<file path="config.mk">
export PLATFORM = sky130hd
export DESIGN_NAME = uart_baud_gen
export DESIGN_NICKNAME = d
export VERILOG_FILES = /design/src/rtl/uart_pkg.sv /design/src/rtl/mod_counter.sv /design/src/rtl/uart_baud_gen.sv
export SDC_FILE = /design/constraint.sdc
export NUM_CORES = 1
export LEC_CHECK = 0
export BUFFER_PORTS_ARGS = -buffer_cell sky130_fd_sc_hd__buf_2
export CORE_MARGIN = 3
export CORE_UTILIZATION = 52
export DETAILED_ROUTE_END_ITERATION = 16
export PLACE_DENSITY = 0.77
export SETUP_SLACK_MARGIN = 0.5
export SYNTH_ARGS = -nofsm -noshare
export SYNTH_HDL_FRONTEND = slang
export SYNTH_SLANG_ARGS = --single-unit
</file>
<file path="constraint.sdc">
create_clock -name clk_i -period 3.2 [get_ports clk_i]
set_input_delay 0.96 -clock clk_i [delete_from_list [all_inputs] [get_ports clk_i]]
set_output_delay 0.96 -clock clk_i [all_outputs]
set_load 0.01 [all_outputs]
</file>
<file path="src/rtl/uart_pkg.sv">
// Shared UART constants and helpers used by the baud generator and its counters.
package uart_pkg;

   localparam int UART_DIV_WIDTH  = 32;
   localparam int UART_OVERSAMPLE = 16;

   // Width of a counter that must hold 0..oversample-1.
   function automatic int os_cnt_width(input int oversample);
      return (oversample > 1) ? $clog2(oversample) : 1;
   endfunction

endpackage

</file>
<file path="src/rtl/mod_counter.sv">
// Modulo counter: counts 0..max_i with synchronous clear, advance enable and a
// combinational pulse on the step that wraps back to 0.
module mod_counter #(
   parameter int WIDTH = 8
) (
   input  logic             clk_i,
   input  logic             arst_ni,
   input  logic             clr_i,
   input  logic             en_i,
   input  logic [WIDTH-1:0] max_i,
   output logic [WIDTH-1:0] cnt_o,
   output logic             wrap_o
);

   logic [WIDTH-1:0] cnt_q, cnt_d;

   always_comb begin
      // NOTE: defaults first, so every path assigns every output and no latch is inferred.
      cnt_d  = cnt_q;
      wrap_o = 1'b0;
      if (clr_i) begin
         cnt_d = '0;
      end else if (en_i) begin
         if (cnt_q == max_i) begin
            cnt_d  = '0;
            wrap_o = 1'b1;
         end else begin
            cnt_d = cnt_q + WIDTH'(1);
         end
      end
   end

   // NOTE: state flops use non-blocking assignments so all flops update from pre-edge values.
   always_ff @(posedge clk_i or negedge arst_ni) begin
      if (!arst_ni) begin
         cnt_q <= '0;
      end else begin
         cnt_q <= cnt_d;
      end
   end

   assign cnt_o = cnt_q;

endmodule

</file>
<file path="src/rtl/uart_baud_gen.sv">
// UART baud generator: divides clk_i into oversample ticks, then derives bit-boundary
// and bit-midpoint ticks; the divisor is shadowed so a change only lands at a tick.
module uart_baud_gen
   import uart_pkg::*;
#(
   parameter int DIV_WIDTH  = UART_DIV_WIDTH,
   parameter int OVERSAMPLE = UART_OVERSAMPLE
) (
   input  logic                 clk_i,
   input  logic                 arst_ni,
   input  logic                 en_i,
   input  logic                 restart_i,
   input  logic [DIV_WIDTH-1:0] div_i,
   output logic                 os_tick_o,
   output logic                 bit_tick_o,
   output logic                 mid_tick_o,
   output logic [DIV_WIDTH-1:0] div_active_o
);

   localparam int              OS_W       = os_cnt_width(OVERSAMPLE);
   localparam logic [OS_W-1:0] OS_LAST    = OS_W'(OVERSAMPLE - 1);
   localparam logic [OS_W-1:0] OS_PRE_MID = OS_W'(OVERSAMPLE / 2 - 1);

   logic [DIV_WIDTH-1:0] div_q, div_d, div_eff;
   logic                 run_q, run_d;
   logic                 os_tick_q, os_tick_d;
   logic                 bit_tick_q, bit_tick_d;
   logic                 mid_tick_q, mid_tick_d;
   logic                 load_pre, cnt_en, cyc_wrap, os_wrap;
   logic [DIV_WIDTH-1:0] cyc_cnt_unused;
   logic [OS_W-1:0]      os_cnt;

   // A period only advances once the generator has been running for one edge with a
   // settled divisor; every other enabled edge acts as a phase restart.
   always_comb begin
      load_pre   = !en_i || restart_i || (div_q == '0);
      div_eff    = load_pre ? div_i : div_q;
      run_d      = en_i && (div_eff != '0);
      cnt_en     = run_q && !load_pre;
      div_d      = (load_pre || cyc_wrap) ? div_i : div_q;
      os_tick_d  = cyc_wrap;
      bit_tick_d = os_wrap;
      mid_tick_d = cyc_wrap && (os_cnt == OS_PRE_MID);
   end

   mod_counter #(
      .WIDTH (DIV_WIDTH)
   ) u_cyc_cnt (
      .clk_i   (clk_i),
      .arst_ni (arst_ni),
      .clr_i   (!cnt_en),
      .en_i    (cnt_en),
      .max_i   (div_q - DIV_WIDTH'(1)),
      .cnt_o   (cyc_cnt_unused),
      .wrap_o  (cyc_wrap)
   );

   mod_counter #(
      .WIDTH (OS_W)
   ) u_os_cnt (
      .clk_i   (clk_i),
      .arst_ni (arst_ni),
      .clr_i   (!cnt_en),
      .en_i    (cyc_wrap),
      .max_i   (OS_LAST),
      .cnt_o   (os_cnt),
      .wrap_o  (os_wrap)
   );

   always_ff @(posedge clk_i or negedge arst_ni) begin
      if (!arst_ni) begin
         div_q      <= '0;
         run_q      <= 1'b0;
         os_tick_q  <= 1'b0;
         bit_tick_q <= 1'b0;
         mid_tick_q <= 1'b0;
      end else begin
         div_q      <= div_d;
         run_q      <= run_d;
         os_tick_q  <= os_tick_d;
         bit_tick_q <= bit_tick_d;
         mid_tick_q <= mid_tick_d;
      end
   end

   assign os_tick_o    = os_tick_q;
   assign bit_tick_o   = bit_tick_q;
   assign mid_tick_o   = mid_tick_q;
   assign div_active_o = div_q;

endmodule

</file>
==> results of run 1 <==
==> what timing repair did <==
action | 4_1_cts | 5_1_grt
gates cloned | 1 | 3
endpoints found under the setup margin | 71 | 71
buffers inserted | 12 | 8
pin swaps | 10 | 11
resized for setup | 19 | 54
==> worst max-delay path, delay by kind of cell, from the launching register on <==
kind,cells,cell delay [ps]
compound gates,3,640
buf+inv,2,320
flops,1,460
mux,1,300
simple gates,4,1330
==> state kept, by name (all words and copies together) (netlist names) <==
signal and count:
mid_tick_o 1, os_tick_o 1, u_cyc_cnt.cnt_o 32, bit_tick_o 1, div_active_o 32, u_os_cnt.cnt_o 4
run_q 1
==> through the flow <==
stage | cells | setup WS [ps] | utilization (%) | power (mW)
after floorplan | 446 | 243 | - | 1.19
after global placement | 621 | 121 | 63.3 | 1.33
after detailed placement | 621 | 68.4 | 63.3 | 1.34
after CTS | 650 | 173 | 69.0 | 2.29
after global routing | 661 | -119 | 73.3 | 2.43
final | 661 | 8.01 | 73.3 | 2.35
==> logic make-up after synthesis <==
family	count (synthesis)	share of synthesized area, %
adder cells (fa/ha/maj)	4	1.14
multiplexers	34	8.66
flip-flops	72	40.9
buffers and inverters	26	2.87
AND/OR/NAND/NOR	195	25.2
XOR/XNOR	74	14.7
AO/OA/AOI/OAI	41	6.56
==> final cells by class <==
cell class,instances,area [sq um]
Fill cell,562,2120
Tap cell,102,128
Inverter,6,22.5
Clock buffer,12,155
Timing Repair Buffer,117,851
Clock inverter,4,98.8
Multi-Input combinational cell,348,2780
Sequential cell,72,1810
==> synthesized netlist by cell type (9+ instances only) <==
library cell  count  area, sq um
dfrtp_1          72         1800
nor3_1           50          250
xnor2_1          43          377
mux2_1           32          360
xor2_1           31          272
nand2_1          25         93.8
nand3_1          23          115
nor2_1           22         82.6
nor4_1           17          106
clkbuf_1         12         45.0
nand4_1          11         68.8
a21oi_1           9         45.0
==> how the worst max path moves through the flow <==
stage / startpoint / endpoint / slack (ps) / cells after the start
detailed placement: div_active_o[6] / div_active_o[0] / 70 / 10
floorplan: div_active_o[5] / div_active_o[3] / 240 / 9
global route: div_active_o[4] / div_active_o[16] / -120 / 12
global placement: div_active_o[6] / div_active_o[5] / 120 / 10
finish: div_active_o[4] / div_active_o[16] / 8 / 10
CTS: div_active_o[5] / div_active_o[25] / 170 / 12
==> power breakdown <==
group          total [mW]  internal, mW  leakage [nW]  switching (mW)
Combinational       0.413         0.207          1.42           0.207
Sequential           1.01         0.946         0.922          0.0607
Clock               0.933         0.564         0.127           0.369
==> routing by layer <==
metal / global-route usage, % / wire length, um / up-vias
li1: - / - / 1843
met1: 32.1 / 5460 / 2026
met2: 42.1 / 6580 / 195
met3: 4.50 / 832 / 43
met4: 11.2 / 408 / 0
met5: 0 / 0 / -
==> flow_summary.toml, run 1 <==
[synthesis]
post_synth_inst_count = 446
share_of_the_yosys_chip_area_belonging_to_registers_pct = 40.9
async_s_r_ff_share_synth_pct = 100
synthFlopType = "dfrtp_1"
synth-edff-count = 0
synth.net_count = 486
yosysWarnings = 0
ys_ff_latch = 72
synthesis.area_sq_um = 4410
mean_syn_cell_area_sq_um = 9.88
yosysUniqueCellTypes = 49

[global_routing]
grt_max_degree = 43
antenna_found_initial = 0
vias_in_the_first_global_route = 3791
grt_first_pass_wirelength_mm = 19.3
globalRouteOverflowTotal = 0
track_usage_pct = 25.2

[worst_setup_path]
timing.reg2reg.setup_slack_ps = 8
worst-r2r-cell-count = 10
cp_cell_sequence = "nor4_4 -> nand4_1 -> or4_4 -> a211oi_2 -> o2111a_1 -> nand4_4 -> o21ai_4 -> buf_12 -> clkbuf_16 -> mux2_4"
startpoint_type = "register"
endpoint_kind = "register"
max_stage_delay_ps = 540
critical_path_rt_ps = 3440
cp_data_arrival_time_ps = 3440
critical_path.max_fanout = 8
critPathKind = "reg2reg"
worst_path_slowest_cell = "or4_4"
reg2reg_launch_point = "div_active_o[4]"
critical_path.reg2reg.endpoint = "div_active_o[16]"

[floorplanning]
die_area_sq_um = 9620
floorplan.initialDensity_pct = 55.3
rows = 32
dieWidth_um = 98.1
floorplan.die.height_um = 98.1
core_area_sq_um = 7970
pin_count = 71

[clock_tree]
cts_sinks = 72
cts.path.max_buffers = 2
cts_clk_pin_slew_worst_paths_ps = 80
clk-insertion-delay-late_ps = 370
ctsHtreeMaxLevel = 3
post_cts_hold_buffer_count = 0
tritoncts = "built"
clockRootBuffer = "clkbuf_8"
cts_buffers = 9

[sta]
tightest_slew_ps = 734
finalSetupViolations = 0
slew_hr_pct = 51.0
max_freq_mhz = 313
fin_crit_period_ps = 3190
report.final.hold_viol_count = 0
period_share_pct = 99.7
final-max-slew-violation-count = 0
fin_worst_hold_slack_ps = 541
fin_tns_setup_ps = 0
rsz_0062_raised_after_global_routing = "true"
setup_clock_skew_after_layout_ps = 12.0

[hold_path]
hold_path_depth = 1
worst_hold_path.endpoint = "u_cyc_cnt.cnt_o[0]"
worst_hold_path_startpoint = "u_cyc_cnt.cnt_o[0]"
min-delay-path-class = "reg2reg"

[route]
drtAntennaViolNets = 0
wl_per_cell_um = 20.1
vias = 4107
dr.pass1.iters = 5
detail_route.wirelength_mm = 13.3
avgViaCountPerCell = 6.21
remaining_drc_errors = 0
initialDrtViolationCount = 315

[finish]
final_layout_size_suffix_gt1_share_pct = 37.4
mostFrequentLayoutCells = "71 x buf_2, 66 x dfrtp_1, 46 x nor3_1, 43 x xnor2_1, 34 x buf_4"
final_common_cell = "buf_2"
layout.cell_area.non_filler_sq_um = 5840
area_growth_pct = 32.6
antenna_cells_inserted = 0
finalNetCount = 594

[placed_design]
gpl.final_weighted_congestion = 0.887
placement.io_buffers = 70
dp.final_hpwl_mm = 8.38
dpl-instance-area_sq_um = 5040

[power_and_ir_drop]
ir_worst_vdd_mv = 0.242
leakage_power_nw = 2.46
power_density_nw_per_um2 = 403

[flow_run]
drv_cap = 0

[outcome]
status = "complete, no violations"
No activity file was read; power rests on OpenSTA's default activity.
==> run 2: changes to the inputs <==
Settings changed: ABC_AREA from default to 1, CORE_MARGIN 3 to default.
==> run 2 against run 1 <==
Sequential share of layout area shrank 0.30 points. Die area grew 0.18%. Power shrank 5.9%. Combinational power shrank 11%. Via count grew 22%. Count of clock-buffer cells in the layout shrank 3. Clock skew grew 0.60 ps. Non-clock buffer count shrank 24. Worst setup slack gained 560 ps. Critical path depth grew 6. Register-to-register slack gained 560 ps. Fmax grew 21%.
==> flow_summary.toml, run 2 <==
[outcome]
status = "complete, no violations"

[synthesis]
synth-edff-count = 0
synthTopCellsByCount = "229 x nand2_1, 115 x nor2_1, 72 x dfrtp_1, 71 x nand3_1, 68 x inv_1"
synthMostInstantiatedCell = "nand2_1"
synth_top_cell_by_area = "dfrtp_1"
synth.area.top_cells = "dfrtp_1 37%, nand2_1 18%, nor2_1 9.0%"
synthesis.area_sq_um = 4810
post-synth-top-area-fraction_pct = 37.5
mean_syn_cell_area_sq_um = 6.82
async_s_r_ff_share_synth_pct = 100
yosysWarnings = 0
ys_ff_latch = 72
post_synth_inst_count = 705
synth.net_count = 745
synthFlopType = "dfrtp_1"
share_of_the_yosys_chip_area_belonging_to_registers_pct = 37.5
yosysUniqueCellTypes = 31

[worst_setup_path]
critPathKind = "reg2reg"
critical_path.reg2reg.endpoint = "div_active_o[16]"
critical_path_rt_ps = 3440
worst-r2r-cell-count = 16
cp_data_arrival_time_ps = 2880
reg2reg_launch_point = "div_active_o[6]"
worstSetupStartpoint = "div_active_o[6]"
startpoint_type = "register"
endpoint_kind = "register"
timing.reg2reg.setup_slack_ps = 570
critical_path.max_fanout = 10
cp-endpoint = "div_active_o[16]"

[clock_tree]
clockRootBuffer = "clkbuf_8"
post_cts_hold_buffer_count = 0
tritoncts = "built"
clk-insertion-delay-late_ps = 350
cts.path.max_buffers = 2
cts_sinks = 72
cts_clk_pin_slew_worst_paths_ps = 90
cts_buffers = 9
ctsHtreeMaxLevel = 3

[finish]
final_util_pct = 66.7
antenna_cells_inserted = 0
area_growth_pct = 22.7
final_layout_size_suffix_gt1_share_pct = 21.5
fin_cells = 911
final_common_cell = "nand2_1"
finalNetCount = 838
mostFrequentLayoutCells = "226 x nand2_1, 92 x nor2_1, 70 x buf_2, 67 x nand3_1, 66 x dfrtp_1"

[placed_design]
numPlacedInstances = 876
dp.final_hpwl_mm = 10.1
placement.io_buffers = 70
gpl.final_weighted_congestion = 1.01

[floorplanning]
die_area_sq_um = 9640
pin_count = 71
floorplan.die.height_um = 98.2
rows = 34
dieWidth_um = 98.2
floorplan.initialDensity_pct = 54.3
core_area_sq_um = 8850

[global_routing]
grt_max_degree = 34
vias_in_the_first_global_route = 4616
grt_first_pass_wirelength_mm = 22.2
track_usage_pct = 28.9
antenna_found_initial = 0
globalRouteOverflowTotal = 0

[route]
drtAntennaViolNets = 0
initialDrtViolationCount = 433
dr.pass1.iters = 6
remaining_drc_errors = 0
vias = 4992
avgViaCountPerCell = 5.48
wl_per_cell_um = 15.3
detail_route.wirelength_mm = 14.0

[power_and_ir_drop]
power_density_nw_per_um2 = 375
leakage_power_nw = 2.85
ir_worst_vdd_mv = 0.316

[flow_run]
drv_cap = 0

[sta]
fin_crit_period_ps = 2630
finalSetupViolations = 0
period_share_pct = 82.3
rsz_0062_raised_after_global_routing = "true"
setup_clock_skew_after_layout_ps = 12.6
fin_tns_setup_ps = 0
tightest_slew_ps = 572
final-max-slew-violation-count = 0
report.final.hold_viol_count = 0
slew_hr_pct = 61.5
max_freq_mhz = 380

[hold_path]
min-delay-path-class = "reg2reg"
[run 2: final cells by class]
class | count | area (sq um)
inverter | 72 | 273
tap | 108 | 135
clock buffer | 9 | 124
sequential | 72 | 1810
multi-input combinational | 550 | 2840
timing repair buffer | 93 | 612
fill | 765 | 2950
clock inverter | 7 | 103
[run 2: kinds of logic after synthesis]
kind of cell             count (synthesis)  synth area share [%]
AND/OR/NAND/NOR                        479                  43.3
buffers and inverters                   84                  7.34
flip-flops                              72                  37.5
XOR/XNOR                                46                  8.38
AO/OA/AOI/OAI                           20                  2.47
adder cells (fa/ha/maj)                  4                  1.04
[run 2: critical path, stage by stage (launching register included)]
cell,delay [ps]
dfrtp_2,480
nor2_2,160
nand2_1,130
nor2_4,290
nand2_4,90
o21ai_1,90
nand3_1,80
nor2_1,140
nand2_1,80
nor2_2,140
nand2_2,90
nor2_4,180
nand3_4,120
buf_12,160
clkbuf_16,160
nand3_1,60
nand2_1,60
[run 2: metal layers]
metal	routed length [um]	global-route usage, %	share of wire, %	up-vias
li1	-	-	-	2414
met1	6040	40.1	43	2302
met2	6650	45.9	48	244
met3	1050	4.51	7.5	32
met4	235	10.4	1.7	0
met5	0	0	0	-
[run 2: worst min-delay path by stage]
| stage | slack (ps) | to | cells past startpoint | from |
|---|---|---|---|---|
| after CTS | 530 | u_cyc_cnt.cnt_o[0] | 1 | u_cyc_cnt.cnt_o[0] |
| after detailed placement | 520 | u_cyc_cnt.cnt_o[0] | 1 | u_cyc_cnt.cnt_o[0] |
| after global routing | 560 | div_active_o[8] | 1 | arst_ni |
| final | 530 | u_cyc_cnt.cnt_o[0] | 1 | u_cyc_cnt.cnt_o[0] |
| after global placement | 510 | mid_tick_o | 1 | u_os_cnt.cnt_o[3] |
| after floorplan | 470 | u_cyc_cnt.cnt_o[0] | 1 | u_cyc_cnt.cnt_o[0] |
[run 2: where the power goes]
part	switching, mW	leakage [nW]	internal [mW]	total, mW
sequential	0.0765	0.932	0.945	1.02
clock	0.377	0.110	0.447	0.824
combinational	0.224	1.81	0.143	0.368
[run 2: per-stage QoR]
stage	hold WS [ps]	setup WS [ps]	power, mW	cell area [sq um]
6_report	528	568	2.21	5900
5_1_grt	565	392	2.30	5900
4_1_cts	527	518	2.17	5540
3_5_place_dp	516	226	1.36	5260
3_3_place_gp	510	313	1.35	5260
2_1_floorplan	471	832	1.21	4810
[run 2: repair_timing]
action / in CTS / in global routing
resized for setup: 6 / 55
buffers inserted: 2 / 14
gates cloned: 0 / 3
pin swaps: 0 / 18
endpoints found under the setup margin: 67 / 70
